==> src/rtl/uart_tx_scheduler.sv <==
// uart_tx_scheduler
//   Shares one UART transmit line among NREQ byte requesters. A round-robin
//   arbiter moves one requester's byte into a single holding register. A
//   frame sequencer then shifts that byte out as start / 8 data (LSB first) /
//   STOP_BITS stop bits. Every bit boundary is paced by baud_tick.
//
// Ports
//   clk        system clock, rising edge
//   reset      synchronous, active-high
//   baud_tick  one-cycle pulse per bit period
//   req        per-requester byte request (held until granted)
//   data       requester i's byte on [8i+7:8i]
//   gnt        one-hot, one-cycle grant pulse (registered)
//   tx         serial line, idles high
//   busy       holding register full or frame in progress
//   cur_id     id of the requester whose byte is shifting
module uart_tx_scheduler #(
  parameter int NREQ      = 4,
  parameter int STOP_BITS = 1,
  localparam int IW       = (NREQ > 1) ? $clog2(NREQ) : 1
) (
  input  logic              clk,
  input  logic              reset,
  input  logic              baud_tick,
  input  logic [NREQ-1:0]   req,
  input  logic [8*NREQ-1:0] data,
  output logic [NREQ-1:0]   gnt,
  output logic              tx,
  output logic              busy,
  output logic [IW-1:0]     cur_id
);

  localparam logic [1:0] ST_IDLE  = 2'd0;
  localparam logic [1:0] ST_START = 2'd1;
  localparam logic [1:0] ST_DATA  = 2'd2;
  localparam logic [1:0] ST_STOP  = 2'd3;

  localparam logic [0:0] STOP_LAST = 1'(STOP_BITS - 1);

  logic [1:0]      state_q, state_d;
  logic            tx_q, tx_d;
  logic [NREQ-1:0] gnt_q, gnt_d;
  logic [IW-1:0]   cur_id_q, cur_id_d;
  logic [7:0]      hold_q, hold_d;
  logic [IW-1:0]   hold_id_q, hold_id_d;
  logic            hold_valid_q, hold_valid_d;
  logic [IW-1:0]   ptr_q, ptr_d;
  logic [7:0]      shift_q, shift_d;
  logic [2:0]      bit_cnt_q, bit_cnt_d;
  logic [0:0]      stop_cnt_q, stop_cnt_d;

  logic [7:0]      data_arr [NREQ];
  logic            win_found;
  logic [IW-1:0]   win_id;
  logic [IW-1:0]   cand;
  logic            load;

  for (genvar g = 0; g < NREQ; g++) begin : g_data
    assign data_arr[g] = data[8*g +: 8];
  end

  // Round-robin search: first set request at or above ptr, wrapping.
  always_comb begin
    win_found = 1'b0;
    win_id    = '0;
    cand      = '0;
    for (int k = 0; k < NREQ; k++) begin
      cand = IW'((int'(ptr_q) + k) % NREQ);
      if (!win_found && req[cand]) begin
        win_found = 1'b1;
        win_id    = cand;
      end
    end
  end

  always_comb begin
    state_d      = state_q;
    tx_d         = tx_q;
    gnt_d        = '0;
    cur_id_d     = cur_id_q;
    hold_d       = hold_q;
    hold_id_d    = hold_id_q;
    hold_valid_d = hold_valid_q;
    ptr_d        = ptr_q;
    shift_d      = shift_q;
    bit_cnt_d    = bit_cnt_q;
    stop_cnt_d   = stop_cnt_q;
    load         = 1'b0;

    if (baud_tick) begin
      case (state_q)
        ST_IDLE:  load = hold_valid_q;
        ST_START: begin
          tx_d      = shift_q[0];
          shift_d   = {1'b0, shift_q[7:1]};
          bit_cnt_d = '0;
          state_d   = ST_DATA;
        end
        ST_DATA: begin
          if (bit_cnt_q == 3'd7) begin
            tx_d       = 1'b1;
            stop_cnt_d = '0;
            state_d    = ST_STOP;
          end else begin
            tx_d      = shift_q[0];
            shift_d   = {1'b0, shift_q[7:1]};
            bit_cnt_d = bit_cnt_q + 3'd1;
          end
        end
        ST_STOP: begin
          if (stop_cnt_q == STOP_LAST) begin
            if (hold_valid_q) begin
              load = 1'b1;
            end else begin
              tx_d    = 1'b1;
              state_d = ST_IDLE;
            end
          end else begin
            stop_cnt_d = stop_cnt_q + 1'b1;
          end
        end
        default: state_d = ST_IDLE;
      endcase
    end

    // Frame load empties the holding register; the arbiter only looks at the
    // registered hold_valid, so a refill lands on the following cycle.
    if (load) begin
      tx_d         = 1'b0;
      shift_d      = hold_q;
      cur_id_d     = hold_id_q;
      hold_valid_d = 1'b0;
      state_d      = ST_START;
    end

    if (!hold_valid_q && win_found) begin
      hold_d        = data_arr[win_id];
      hold_id_d     = win_id;
      hold_valid_d  = 1'b1;
      gnt_d[win_id] = 1'b1;
      ptr_d         = (win_id == IW'(NREQ - 1)) ? '0 : win_id + 1'b1;
    end
  end

  always_ff @(posedge clk) begin
    if (reset) begin
      state_q      <= ST_IDLE;
      tx_q         <= 1'b1;
      gnt_q        <= '0;
      cur_id_q     <= '0;
      hold_q       <= '0;
      hold_id_q    <= '0;
      hold_valid_q <= 1'b0;
      ptr_q        <= '0;
      shift_q      <= '0;
      bit_cnt_q    <= '0;
      stop_cnt_q   <= '0;
    end else begin
      state_q      <= state_d;
      tx_q         <= tx_d;
      gnt_q        <= gnt_d;
      cur_id_q     <= cur_id_d;
      hold_q       <= hold_d;
      hold_id_q    <= hold_id_d;
      hold_valid_q <= hold_valid_d;
      ptr_q        <= ptr_d;
      shift_q      <= shift_d;
      bit_cnt_q    <= bit_cnt_d;
      stop_cnt_q   <= stop_cnt_d;
    end
  end

  assign gnt    = gnt_q;
  assign tx     = tx_q;
  assign cur_id = cur_id_q;
  assign busy   = (state_q != ST_IDLE) | hold_valid_q;

endmodule

==> config.mk <==
export PLATFORM = sky130hd
export DESIGN_NAME = uart_tx_scheduler
export DESIGN_NICKNAME = d
export VERILOG_FILES = /design/src/rtl/uart_tx_scheduler.sv
export SDC_FILE = /design/constraint.sdc
export NUM_CORES = 1
export LEC_CHECK = 0
export CAP_MARGIN = 20
export CORE_AREA = 5 5 51 87
export CTS_BUF_LIST = sky130_fd_sc_hd__clkbuf_4
export DETAILED_ROUTE_END_ITERATION = 16
export DIE_AREA = 0 0 56 92
export PLACE_DENSITY = 0.92
export SLEW_MARGIN = 20
export SYNTH_ARGS = -nofsm -noshare
export SYNTH_HDL_FRONTEND = slang
export SYNTH_SLANG_ARGS = --single-unit
==> constraint.sdc <==
create_clock -name clk -period 2.1 [get_ports clk]
set_input_delay 0.525 -clock clk [delete_from_list [all_inputs] [get_ports clk]]
set_output_delay 0.525 -clock clk [all_outputs]
set_load 0.01 [all_outputs]
# [Word-level counts from Yosys, hierarchy flattened]
# Cells that the tools add are included.
[word_totals] register_bits=34 inputBits=39 output_inout_bits=8 wordCells=116
[classes] add_sub_neg=6 n_lt_le_gt_ge=7 n_eq_ne=13 n_mux=49 bitwise=3 reduce_logical=26
[ops] cell="8-bit two-way mux" n=5
[ops] cell="1-bit two-way mux" n=23
[ops] cell="8-bit binary-select mux with 2-bit select" n=1
[ops] cell="2-bit two-way mux" n=8
[ops] cell="8-bit case mux with 2 select lines" n=1
[ops] cell="2-bit by 3-bit less-than comparator with 1-bit output, second input constant" n=5
[ops] cell="3-bit inequality test, second input constant" n=4
[ops] cell="5-bit AND reduction" n=2
[ops] cell="2-bit nonzero test" n=5
[ops] cell="3-bit AND reduction" n=3
[ops] cell="1-bit binary-select mux with 2-bit select" n=4
[ops] cell="2-bit inequality test, second input constant" n=4
[ops] cell="2-bit == test, second input constant" n=3
[ops] cell="2-bit case mux with 3 select lines" n=1
[ops] cell="3-bit case mux with 2 select lines" n=1
[ops] cell="3-bit nonzero test" n=2
[ops] cell="1-bit logical AND" n=5
[ops] cell="2-bit by 1-bit adder with 2-bit output, second input constant" n=2
[ops] cell="2-bit adder, second input constant" n=2
[ops] cell="1-bit logical NOT" n=4
[ops] cell="1-bit case mux with 2 select lines" n=2
[ops] cell="4-bit AND reduction" n=1
[ops] cell="4-bit nonzero test" n=1
[ops] cell="2-bit OR reduction" n=2
[ops] cell="other kinds (13)" n=13

# [Depth between registers and ports, before layout]
[depth] depth_word=16 depth_mapped=9 ltp_nobuf=7

# [Worst setup path after synthesis]
# OpenSTA, ideal clock, no wires.
[synth_path] path_kind="input port to flip-flop" start="in req[0]" end="reg ptr_q[1]" setup_time_ns=0.133 arrival_time_ns=1.805 required_ns=1.967 setup_slack_ns=0.162 stages=9 n_path_buf=2 cell_sequence="or2b_1 -> a21o_1 -> or3b_1 -> buf_6 -> buf_12 -> inv_1 -> ha_1 -> nand2_1 -> a21oi_1"
[synth_between] elab_chain_len=14 elab_cells_between_ends=26 classes_between="1 x add/sub; 1 x eq/ne; 17 x mux; 7 x reduce/logical"
[synth_lines] item="start, declared" line_no="25" source="input logic [NREQ-1:0] req,"
[synth_lines] item="1-bit binary-select mux with 2-bit select" line_no="69" source="if (!win_found && req[cand]) begin"
[synth_lines] item="1-bit two-way mux (not written as such)" line_no="69"
[synth_lines] item="1-bit two-way mux" line_no="69"
[synth_lines] item="1-bit logical NOT" line_no="69"
[synth_lines] item="1-bit logical AND" line_no="69"
[synth_lines] item="1-bit two-way mux" line_no="69"
[synth_lines] item="1-bit logical NOT" line_no="69"
[synth_lines] item="1-bit logical AND" line_no="69"
[synth_lines] item="1-bit two-way mux" line_no="69"
[synth_lines] item="1-bit logical NOT" line_no="69"
[synth_lines] item="1-bit logical AND" line_no="69"
[synth_lines] item="2-bit two-way mux *" line_no="69"
[synth_lines] item="via win_id[0]" line_no="54" source="logic [IW-1:0] win_id;"
[synth_lines] item="2-bit by 1-bit adder with 2-bit output or 2-bit == test (tied branches)" line_no="141" source="ptr_d = (win_id == IW'(NREQ - 1)) ? '0 : win_id + 1'b1;"
[synth_lines] item="2-bit two-way mux *" line_no="141"
[synth_lines] item="end signal, assigned" line_no="166" source="ptr_q <= ptr_d;"
[synth_lines] item="end, declared" line_no="47" source="logic [IW-1:0] ptr_q, ptr_d;"
# Mark *: on every way through the listed nets, which the timed path passes. The rest lies on a longest branch. The select of a mux whose other input is x is not followed.
# A chain may end at the register's enable or synchronous reset.

# [Worst setup path in the final report]
[layout_path] start="in req[0]" end="reg hold_q[5]"
[layout_between] elab_chain_len=16 elab_cells_between_ends=27 classes_between="19 x mux; 1 x bitwise; 7 x reduce/logical"
[layout_lines] item="1-bit binary-select mux with 2-bit select" line_no="69"
[layout_lines] item="1-bit two-way mux (not written as such)" line_no="69"
[layout_lines] item="1-bit two-way mux" line_no="69"
[layout_lines] item="1-bit logical NOT" line_no="69"
[layout_lines] item="1-bit logical AND" line_no="69"
[layout_lines] item="1-bit two-way mux" line_no="69"
[layout_lines] item="1-bit logical NOT" line_no="69"
[layout_lines] item="1-bit logical AND" line_no="69"
[layout_lines] item="1-bit two-way mux" line_no="69"
[layout_lines] item="1-bit logical NOT" line_no="69"
[layout_lines] item="1-bit logical AND" line_no="69"
[layout_lines] item="2-bit two-way mux" line_no="69"
[layout_lines] item="2-bit NOT with 3-bit output (not written as such)" line_no="137" source="hold_d = data_arr[win_id];"
[layout_lines] item="8-bit binary-select mux with 2-bit select" line_no="137"
[layout_lines] item="8-bit two-way mux (not written as such) (2 in a row)" line_no="137"
[layout_lines] item="end signal, assigned" line_no="163" source="hold_q <= hold_d;"
[layout_lines] item="end, declared" line_no="44" source="logic [7:0] hold_q, hold_d;"
# Several ways; a longest one is shown, not always the timed one. The select of a mux whose other input is x is not followed.

==> flow_summary.json <==
{
  "antenna_found_initial": 0,
  "netlist_top_cells_count": "33 x dfxtp_1, 23 x mux2i_1, 17 x nor2_1, 16 x nand2_1",
  "start_kind": "input pin",
  "skew_ns": 0.003632,
  "setup_slack_ns": 0.1030,
  "timing.final.crit_share_pct": 95.10,
  "drive_gt1_share_pct": 11.65,
  "first_pass_iters": 4,
  "synth-edff-count": 0,
  "p_leak_nw": 1.115,
  "peakVddDrop_mv": 0.4236,
  "synth_ff_type": "dfxtp_1",
  "nNetsFinal": 299,
  "hold_class": "register to register",
  "cp_num_cells": 7,
  "num_antenna_cells": 0,
  "cpPeakStageDelay_ns": 0.49,
  "yosysSeqAreaShare_pct": 37.82,
  "worst-setup-path-type": "input pin to register",
  "io_pins": 47,
  "power.density_mw_per_mm2": 634.7,
  "dpl.hpwl_um": 3252,
  "netlist.area_leader.share_pct": 37.82,
  "coreArea_mm2": 0.003592,
  "setup_tns_ns": 0,
  "min_path_cells": 2,
  "htreeDepth": 2,
  "instances_no_fill": 295,
  "clockRootBuffer": "clkbuf_4",
  "synth_area_leaders": "dfxtp_1 38%, mux2i_1 13%, ha_1 8.6%, o221ai_1 4.0%, nor2_1 3.7%",
  "drc": 0,
  "period_minus_slack_ns": 1.997,
  "start_util_pct": 48.62,
  "portBuffers": 46,
  "track_usage_pct": 17.22,
  "yosys.area.top_type": "dfxtp_1",
  "yosysWarnings": 0,
  "rows": 29,
  "ys_seq_elements": 33,
  "cts_sinks": 33,
  "hold_violations": 0,
  "synthDistinctLibCells": 33,
  "pre_cts_ws_ns": -0.2675,
  "chipHeight_um": 92,
  "routed-via-count": 1644,
  "synth.avg_cell_area_um2": 9.291,
  "finish.utilization_pct": 67.64,
  "worstPathArrival_ns": 2.20,
  "grt-ovfl-total": 0,
  "power.total_mw": 1.542,
  "tightest_slew_ns": 0.3697,
  "gp_congestion": 0.8336,
  "dieArea_mm2": 0.005152,
  "synth.most_common_cell": "dfxtp_1",
  "die_w_um": 56,
  "postCtsSetupRepairBufs": 0,
  "clock_tree.buffer_depth": 2,
  "placed_cell_area_mm2": 0.002344,
  "end_kind": "register",
  "slew_headroom_pct": 75.31,
  "crit_buf_inv": 2,
  "slew_violations": 0,
  "routed_wl_um": 4405,
  "post_drt_via_cell_ratio": 5.573,
  "async_reset_ff_share_pct": 0,
  "synth_nets": 239,
  "n_fill_cell": 264,
  "maxCapViolations": 0,
  "cts_tree": "done",
  "grt_pass1_wl_um": 7086,
  "crit_path_top_delay_cell": "clkdlybuf4s50_1",
  "ant_nets": 0,
  "grt_start_max_net_pins": 30,
  "stdcell_area_mm2": 0.002430,
  "fmax_mhz": 500.8,
  "worstPathCellList": "clkdlybuf4s50_1, or2b_1, a21o_1, or3b_4, buf_12, mux2i_1, o221ai_1",
  "path_delay_family": "buffers and inverters",
  "cts_buffers": 5,
  "clk_latency_ns": 0.34,
  "wl_per_cell_um": 14.93,
  "crit_required_ns": 2.31,
  "syn2layout_area_growth_pct": 39.11,
  "clkSlewWorstSetupHoldPaths_ns": 0.10,
  "first_global_vias": 1648,
  "holdWs_ns": 0.4592,
  "setup_viol": 0,
  "dr.first_iter.drc_count": 49,
  "outcome": "completed",
  "syn_area_mm2": 0.001747,
  "crit_fanout": 9,
  "r2r_cells": 7,
  "synthCells": 188,
  "postCtsHoldBufs": 0,
  "dp_cells": 286
}
## worst paths after layout
kind	slack, ns	startpoint	endpoint
setup / recovery	0.10	req[0]	hold_q[5]$_SDFFE_PP0P_
hold reg to reg	0.46	cur_id[1]$_SDFFE_PP0P_	cur_id[1]$_SDFFE_PP0P_
hold / removal	0.46	cur_id[1]$_SDFFE_PP0P_	cur_id[1]$_SDFFE_PP0P_
setup reg to reg	0.19	bit_cnt_q[0]$_SDFFE_PP0P_	shift_q[4]$_SDFFE_PP0P_
## report_power, final
part           internal (mW)  total, mW  switching, mW
logic                  0.263      0.462          0.200
clock network          0.140      0.354          0.214
registers              0.688      0.726         0.0379
total                   1.09       1.54          0.452
## placed cells by master, fill, tap and decap left out, types with 2 or more instances in the layout
cell type / n
dfxtp_2: 2
dfxtp_1: 31
inv_1: 6
nand2_1: 15
buf_12: 2
a211o_1: 2
buf_4: 13
a32oi_1: 2
nand2b_1: 5
mux2i_1: 23
and2_1: 4
a21oi_1: 12
a211oi_1: 7
nor2_1: 17
clkinv_2: 2
or2b_1: 2
o21ai_0: 3
nor3_1: 3
clkbuf_4: 6
clkdlybuf4s50_1: 45
nand3b_1: 8
ha_1: 12
o221ai_1: 8
nor2b_1: 3
or3_1: 2
a21o_1: 2
## flip-flops by register name, summed over array words and instances, names as in the netlist
name	count
bit_cnt_q	3
cur_id	2
gnt	4
hold_id_q	2
hold_q	8
hold_valid_q	1
ptr_q	2
shift_q	8
state_q	2
tx	1
## metal layers
| metal | part of all wire [%] | GRT usage (%) |
|---|---|---|
| met1 | 35 | 15.66 |
| met2 | 56 | 33.30 |
| met3 | 5.8 | 4.073 |
| met4 | 3.5 | 10.10 |
| met5 | 0 | 0 |
## worst register-to-register path, cell delays in order (launching register included)
cell and delay (ns):
dfxtp_1 0.34, ha_1 0.20, ha_1 0.20, nor2b_1 0.32, o21ai_0 0.17, buf_4 0.21
mux2i_1 0.14, a211oi_1 0.25
## area by class of cell
class / count / area, um2 / share of cell area, %
clock buffer: 6 / 45.04 / 1.854
clock inverter: 2 / 10.01 / 0.4119
inverter: 6 / 22.52 / 0.9269
multi-input combinational: 140 / 1010 / 41.56
sequential: 33 / 663.1 / 27.29
tap: 46 / 57.56 / 2.369
timing repair buffer: 62 / 621.8 / 25.59
## kinds of logic after synthesis
kind of cell,share of synthesized area [%]
buf+inv,4.656
compound gates,16.69
simple gates,19.05
fa+ha+maj,8.596
mux,13.18
flops,37.82
## what timing repair did
item                       in CTS  in global routing
cloned                          0                  1
setup endpoints to repair       1                  3
resized for setup               3                  2
Power figures use the tool's default switching activity.
